[src/rtl/hpdcache_mem_write_arbiter.sv]
// Shares one HPDcache memory write interface between the writeback (0) and uncached (1) requesters.
// Optional perf counters are built when HPDCACHE_MEM_WARB_PERF_EN is defined.

typedef struct packed {
  logic [63:0] mem_req_addr;
  logic [7:0]  mem_req_len;
  logic [3:0]  mem_req_id;
} hpdcache_mem_warb_req_t;

typedef struct packed {
  logic [63:0] mem_req_w_data;
  logic [7:0]  mem_req_w_be;
  logic        mem_req_w_last;
} hpdcache_mem_warb_req_w_t;

typedef struct packed {
  logic       mem_resp_w_is_atomic;
  logic [3:0] mem_resp_w_id;
} hpdcache_mem_warb_resp_w_t;

module hpdcache_mem_write_arbiter #(
  parameter type hpdcache_mem_req_t    = hpdcache_mem_warb_req_t,
  parameter type hpdcache_mem_req_w_t  = hpdcache_mem_warb_req_w_t,
  parameter type hpdcache_mem_resp_w_t = hpdcache_mem_warb_resp_w_t,
  parameter int unsigned ID_W        = 4,
  parameter int unsigned ORDER_DEPTH = 4
) (
  input  logic                           clk_i,
  input  logic                           rst_i,
  input  logic [1:0]                     req_valid_i,
  output logic [1:0]                     req_ready_o,
  input  hpdcache_mem_req_t [1:0]        req_i,
  input  logic [1:0]                     req_data_valid_i,
  output logic [1:0]                     req_data_ready_o,
  input  hpdcache_mem_req_w_t [1:0]      req_data_i,
  output logic [1:0]                     resp_valid_o,
  input  logic [1:0]                     resp_ready_i,
  output hpdcache_mem_resp_w_t [1:0]     resp_o,
  output logic                           mem_req_valid_o,
  input  logic                           mem_req_ready_i,
  output hpdcache_mem_req_t              mem_req_o,
  output logic                           mem_req_data_valid_o,
  input  logic                           mem_req_data_ready_i,
  output hpdcache_mem_req_w_t            mem_req_data_o,
  input  logic                           mem_resp_valid_i,
  output logic                           mem_resp_ready_o,
  input  hpdcache_mem_resp_w_t           mem_resp_i
`ifdef HPDCACHE_MEM_WARB_PERF_EN
  ,
  output logic [1:0][31:0]               perf_grant_o,
  output logic [31:0]                    perf_stall_o
`endif
);

  localparam int unsigned PTR_W = (ORDER_DEPTH > 1) ? $clog2(ORDER_DEPTH) : 1;
  localparam int unsigned CNT_W = PTR_W + 1;
  localparam logic [CNT_W-1:0] FULL_CNT = CNT_W'(ORDER_DEPTH);

  logic [ORDER_DEPTH-1:0] order_q;
  logic [PTR_W-1:0]       wr_ptr_q, rd_ptr_q;
  logic [CNT_W-1:0]       cnt_q;
  logic                   rr_q, lock_vld_q, lock_idx_q;
  logic                   fifo_full, fifo_empty, head;
  logic                   winner, req_hs, data_hs, pop, resp_owner;

  always_comb begin
    fifo_full  = (cnt_q == FULL_CNT);
    fifo_empty = (cnt_q == '0);
    head       = order_q[rd_ptr_q];

    // A stalled offer keeps its requester until accepted, whatever the RR pointer says.
    if (lock_vld_q)              winner = lock_idx_q;
    else if (req_valid_i[rr_q])  winner = rr_q;
    else                         winner = ~rr_q;

    mem_req_o       = req_i[winner];
    mem_req_valid_o = !rst_i && req_valid_i[winner] && !fifo_full;
    req_ready_o     = '0;
    if (!rst_i && !fifo_full) req_ready_o[winner] = mem_req_ready_i;
    req_hs = mem_req_valid_o && mem_req_ready_i;

    // Data always comes from the oldest granted request; no bypass around an empty FIFO.
    mem_req_data_o       = req_data_i[head];
    mem_req_data_valid_o = !rst_i && !fifo_empty && req_data_valid_i[head];
    req_data_ready_o     = '0;
    if (!rst_i && !fifo_empty) req_data_ready_o[head] = mem_req_data_ready_i;
    data_hs = mem_req_data_valid_o && mem_req_data_ready_i;
    pop     = data_hs && mem_req_data_o.mem_req_w_last;

    resp_owner   = mem_resp_i.mem_resp_w_id[ID_W-1];
    resp_o[0]    = mem_resp_i;
    resp_o[1]    = mem_resp_i;
    resp_valid_o = '0;
    if (!rst_i) resp_valid_o[resp_owner] = mem_resp_valid_i;
    mem_resp_ready_o = !rst_i && resp_ready_i[resp_owner];
  end

  always_ff @(posedge clk_i) begin
    if (rst_i) begin
      order_q    <= '0;
      wr_ptr_q   <= '0;
      rd_ptr_q   <= '0;
      cnt_q      <= '0;
      rr_q       <= 1'b0;
      lock_vld_q <= 1'b0;
      lock_idx_q <= 1'b0;
    end else begin
      if (req_hs) begin
        order_q[wr_ptr_q] <= winner;
        wr_ptr_q          <= wr_ptr_q + PTR_W'(1);
        rr_q              <= ~winner;
      end
      if (pop) rd_ptr_q <= rd_ptr_q + PTR_W'(1);
      cnt_q      <= cnt_q + CNT_W'(req_hs) - CNT_W'(pop);
      lock_vld_q <= mem_req_valid_o && !mem_req_ready_i;
      lock_idx_q <= winner;
    end
  end

`ifdef HPDCACHE_MEM_WARB_PERF_EN
  logic [1:0][31:0] perf_grant_q;
  logic [31:0]      perf_stall_q;

  always_ff @(posedge clk_i) begin
    if (rst_i) begin
      perf_grant_q <= '0;
      perf_stall_q <= '0;
    end else begin
      if (req_hs && !winner && perf_grant_q[0] != '1) perf_grant_q[0] <= perf_grant_q[0] + 32'd1;
      if (req_hs &&  winner && perf_grant_q[1] != '1) perf_grant_q[1] <= perf_grant_q[1] + 32'd1;
      if (mem_req_valid_o && !mem_req_ready_i && perf_stall_q != '1)
        perf_stall_q <= perf_stall_q + 32'd1;
    end
  end

  assign perf_grant_o = perf_grant_q;
  assign perf_stall_o = perf_stall_q;
`endif

`ifndef SYNTHESIS
  a_order_no_overflow:  assert property (@(posedge clk_i) disable iff (rst_i) !(req_hs && fifo_full));
  a_order_no_underflow: assert property (@(posedge clk_i) disable iff (rst_i) !(pop && fifo_empty));
  a_data_from_head:     assert property (@(posedge clk_i) disable iff (rst_i) data_hs |-> req_data_valid_i[head]);
`endif

endmodule

[config.mk]
export PLATFORM = sky130hd
export DESIGN_NAME = hpdcache_mem_write_arbiter
export DESIGN_NICKNAME = d
export VERILOG_FILES = /design/src/rtl/hpdcache_mem_write_arbiter.sv
export SDC_FILE = /design/constraint.sdc
export NUM_CORES = 1
export LEC_CHECK = 0
export CAP_MARGIN = 30
export CORE_AREA = 4 4 185 187
export CTS_BUF_LIST = sky130_fd_sc_hd__clkbuf_4
export CTS_CLUSTER_SIZE = 28
export DETAILED_ROUTE_END_ITERATION = 6
export DIE_AREA = 0 0 189 191
export SETUP_SLACK_MARGIN = 0.1
export SLEW_MARGIN = 30
export SYNTH_ARGS = -nofsm -noshare
export SYNTH_HDL_FRONTEND = slang
export SYNTH_SLANG_ARGS = --single-unit
export TNS_END_PERCENT = 20
[constraint.sdc]
create_clock -name clk_i -period 2.7 [get_ports clk_i]
set_clock_uncertainty 0.05 [all_clocks]
set_input_delay 0.27 -clock clk_i [delete_from_list [all_inputs] [get_ports clk_i]]
set_output_delay 0.27 -clock clk_i [all_outputs]
set_load 0.02 [all_outputs]
==> flow_summary.ini <==
[timing]
maxSlewViolCount = 0
fmax_ghz = 0.372
hold_violations = 0
finalSetupViolCount = 0
fin_setup_tns_ns = 0
tightest_slew_ns = 0.352
hold-worst-slack_ns = 0.441
min_period_ns = 2.69
slew_headroom_pct = 76.3
setup_ws_ns = 0.0100
min_period_over_period_pct = 99.6
rsz0062_at_grt = yes

[critical_path]
endpoint_kind = flop
r2r-start = rd_ptr_q[0]$_SDFFE_PP0P_
r2r_slack_ns = 0.01
reg2reg_to = cnt_q[1]$_SDFF_PP0_
crit_required_ns = 2.82
crit_type = reg -> reg
worst-path-max-fanout = 4
rr_worst_depth = 10
crit_end = cnt_q[1]$_SDFF_PP0_
startpoint_type = flop
worstPathArrival_ns = 2.81
critical_path.startpoint = rd_ptr_q[0]$_SDFFE_PP0P_

[cells_and_area]
layout-drive-gt1-share_pct = 32.3
fin_area_um2 = 8010
layout.cells.non_filler = 1184
multiInputGateArea_um2 = 2340
regArea_um2 = 282
diodes = 0
n_fill_cell = 3526
nets = 1064
syn_to_final_growth_pct = 185

[placed_design]
io_buffer_count = 469
pre_cts_slack_ns = -0.0437
dpl_cell_area_um2 = 8080
gp_congestion = 0.742
hpwl_um = 15500
dp_cells = 1175

[synthesis]
synth_xor_area_share_pct = 0.624
ys_seq_area_share_pct = 9.98
synth_area_leader_cell = mux2_2
synth_seq_cells = 14
synth-simple-area-share_pct = 6.37
synth_area_leaders = mux2_2 54%, dfxtp_1 10%, mux2_4 8.0%, buf_4 2.9%, ha_1 2.7%
synthFlopType = dfxtp_1
async_flop_share_pct = 0
netlist.area_leader.share_pct = 53.7
synth-adder-area-share_pct = 3.39
synth_commonest_cells = 134 x mux2_2, 15 x mux2_4, 14 x dfxtp_1, 13 x buf_2, 11 x buf_4
synth_edf_count = 0
synthCells = 270
synth.area.mux_share_pct = 65.0
syn-num-nets = 591
synth_area_um2 = 2810
syn_area_per_cell_um2 = 10.4
yosysMostFrequentCell = mux2_2
synth.distinct_cells = 39
synth_top_family_by_area = multiplexers
synth_compound_area_share_pct = 6.28
ys_warn_count = 0

[power]
ir_worst_vdd_v = 0.000140
seq_power_share_pct = 11.4
power.density_nw_per_um2 = 259
p_switching_uw = 813
power.share.combinational_pct = 82.8
internal_power_uw = 1260
swShare_pct = 39.2
p_clk_share_pct = 5.9
p_leak_uw = 0.00317

[floorplanning]
die_h_um = 191
core-area_um2 = 32500
initial_core_util_pct = 8.66
num_rows = 66
die-area_um2 = 36100
die_x_um = 189
io_pins = 482

[drt]
drt_iter0_markers = 77
vias_per_cell = 3.40
drc = 0
first_pass_iters = 4
num_vias = 4023
wire_per_inst_um = 15.2
drtAntennaViolNets = 0
drt-total-wl_um = 18100

[global_routing]
grt_max_degree = 39
grt_pass1_vias = 4237
grt_pass1_wl_um = 24600
track_usage_pct = 8.49
antenna_found_initial = 0
overflow = 0

[cts]
cts_max_level = 1
numCtsBuffers = 3
hold_buffers = 0
root_buffer = clkbuf_4
cts.clk_slew.worst_paths_ns = 0.08
clockBufferDepth = 2
clk_latency_ns = 0.28
cts_tree = yes
cts_sinks = 14

[hold_path]
worstHoldPathType = reg -> reg

[flow_run]
cap_violations = 0

[run_status]
status = complete, no violations
==> worst min path at each step <==
stage	to	cells past startpoint	slack, ns	startpoint
floorplan	lock_vld_q$_SDFF_PP0_	1	0.30	mem_req_ready_i
global placement	rd_ptr_q[0]$_SDFFE_PP0P_	1	0.43	rd_ptr_q[0]$_SDFFE_PP0P_
detailed placement	rd_ptr_q[0]$_SDFFE_PP0P_	1	0.43	rd_ptr_q[0]$_SDFFE_PP0P_
CTS	rd_ptr_q[0]$_SDFFE_PP0P_	1	0.45	rd_ptr_q[0]$_SDFFE_PP0P_
global route	rd_ptr_q[0]$_SDFFE_PP0P_	1	0.47	rd_ptr_q[0]$_SDFFE_PP0P_
finish	rd_ptr_q[0]$_SDFFE_PP0P_	1	0.44	rd_ptr_q[0]$_SDFFE_PP0P_
==> power groups by stage <==
| stage | Sequential (uW) | Clock (uW) | Combinational [uW] |
|---|---|---|---|
| floorplan | 237 | 0 | 814 |
| global placement | 240 | 0 | 1850 |
| global route | 239 | 140 | 1820 |
| detailed placement | 241 | 0 | 1850 |
| finish | 236 | 122 | 1720 |
| CTS | 236 | 130 | 1700 |
==> cell type report <==
type                       count  share of cell area [%]
timing repair buffer         498                    59.6
multi-input combinational    217                    29.2
tap                          442                    6.91
sequential                    14                    3.52
inverter                       9                   0.422
clock buffer                   3                   0.281
clock inverter                 1                  0.0469
==> flip-flops by register name (all words and copies together) (netlist names) <==
register    count
cnt_q           3
lock_idx_q      1
lock_vld_q      1
order_q         4
rd_ptr_q        2
rr_q            1
wr_ptr_q        2
==> per-stage QoR <==
stage / power (uW) / util [%]
after floorplan: 1050 / -
after detailed placement: 2090 / 24.9
after CTS: 2070 / 24.3
after global placement: 2090 / 24.9
final: 2080 / 24.7
after global routing: 2200 / 24.7
==> worst max-delay path, stage by stage, from the launching register on <==
cell and delay, ns:
dfxtp_2 0.37, mux4_4 0.69, buf_6 0.17, a31oi_2 0.18, nor2_2 0.07, ha_1 0.26, inv_1 0.06, ha_2 0.16
inv_2 0.03, fa_2 0.51, nor2_1 0.04
==> per-layer routing <==
| layer | track usage (%) | wire, um | up-vias |
|---|---|---|---|
| li1 | - | - | 1943 |
| met1 | 9.49 | 6850 | 1822 |
| met2 | 15.8 | 9200 | 244 |
| met3 | 3.14 | 1830 | 14 |
| met4 | 1.12 | 183 | 0 |
| met5 | 0 | 0 | - |
==> logic make-up (layout without fill, tap and decap cells) <==
group | count (synthesis) | in the layout
multiplexers | 157 | 157
AO/OA/AOI/OAI | 20 | 20
XOR/XNOR | 2 | 2
adder cells (fa/ha/maj) | 7 | 7
flip-flops | 14 | 14
buffers and inverters | 39 | 511
AND/OR/NAND/NOR | 31 | 31
==> cells in the final DEF, fill, tap and decap left out, types with 2 or more instances in the layout <==
| cell type | n |
|---|---|
| mux2_2 | 130 |
| clkdlybuf4s50_1 | 318 |
| nor2_1 | 5 |
| nor2b_1 | 4 |
| nand2_1 | 3 |
| dfxtp_1 | 13 |
| clkbuf_16 | 2 |
| buf_12 | 3 |
| nand3_1 | 2 |
| clkbuf_2 | 6 |
| clkbuf_4 | 3 |
| buf_16 | 2 |
| clkdlybuf4s15_1 | 27 |
| ha_1 | 5 |
| a21oi_1 | 2 |
| inv_1 | 8 |
| mux2i_1 | 7 |
| nor3_1 | 2 |
| buf_2 | 15 |
| a311oi_1 | 5 |
| buf_4 | 42 |
| a31o_2 | 4 |
| and2_1 | 3 |
| mux2_4 | 19 |
| nor3b_1 | 3 |
| dlygate4sd2_1 | 81 |
==> what timing repair did <==
| item | in CTS | in global routing |
|---|---|---|
| pin swaps | 1 | 4 |
| buffers inserted | 1 | 1 |
| endpoints found under the setup margin | 146 | 43 |
| gates cloned | 1 | 2 |
| gates resized for setup | 246 | 63 |
| endpoints found under the hold margin | 0 | 0 |
Power figures use the tool's default switching activity.
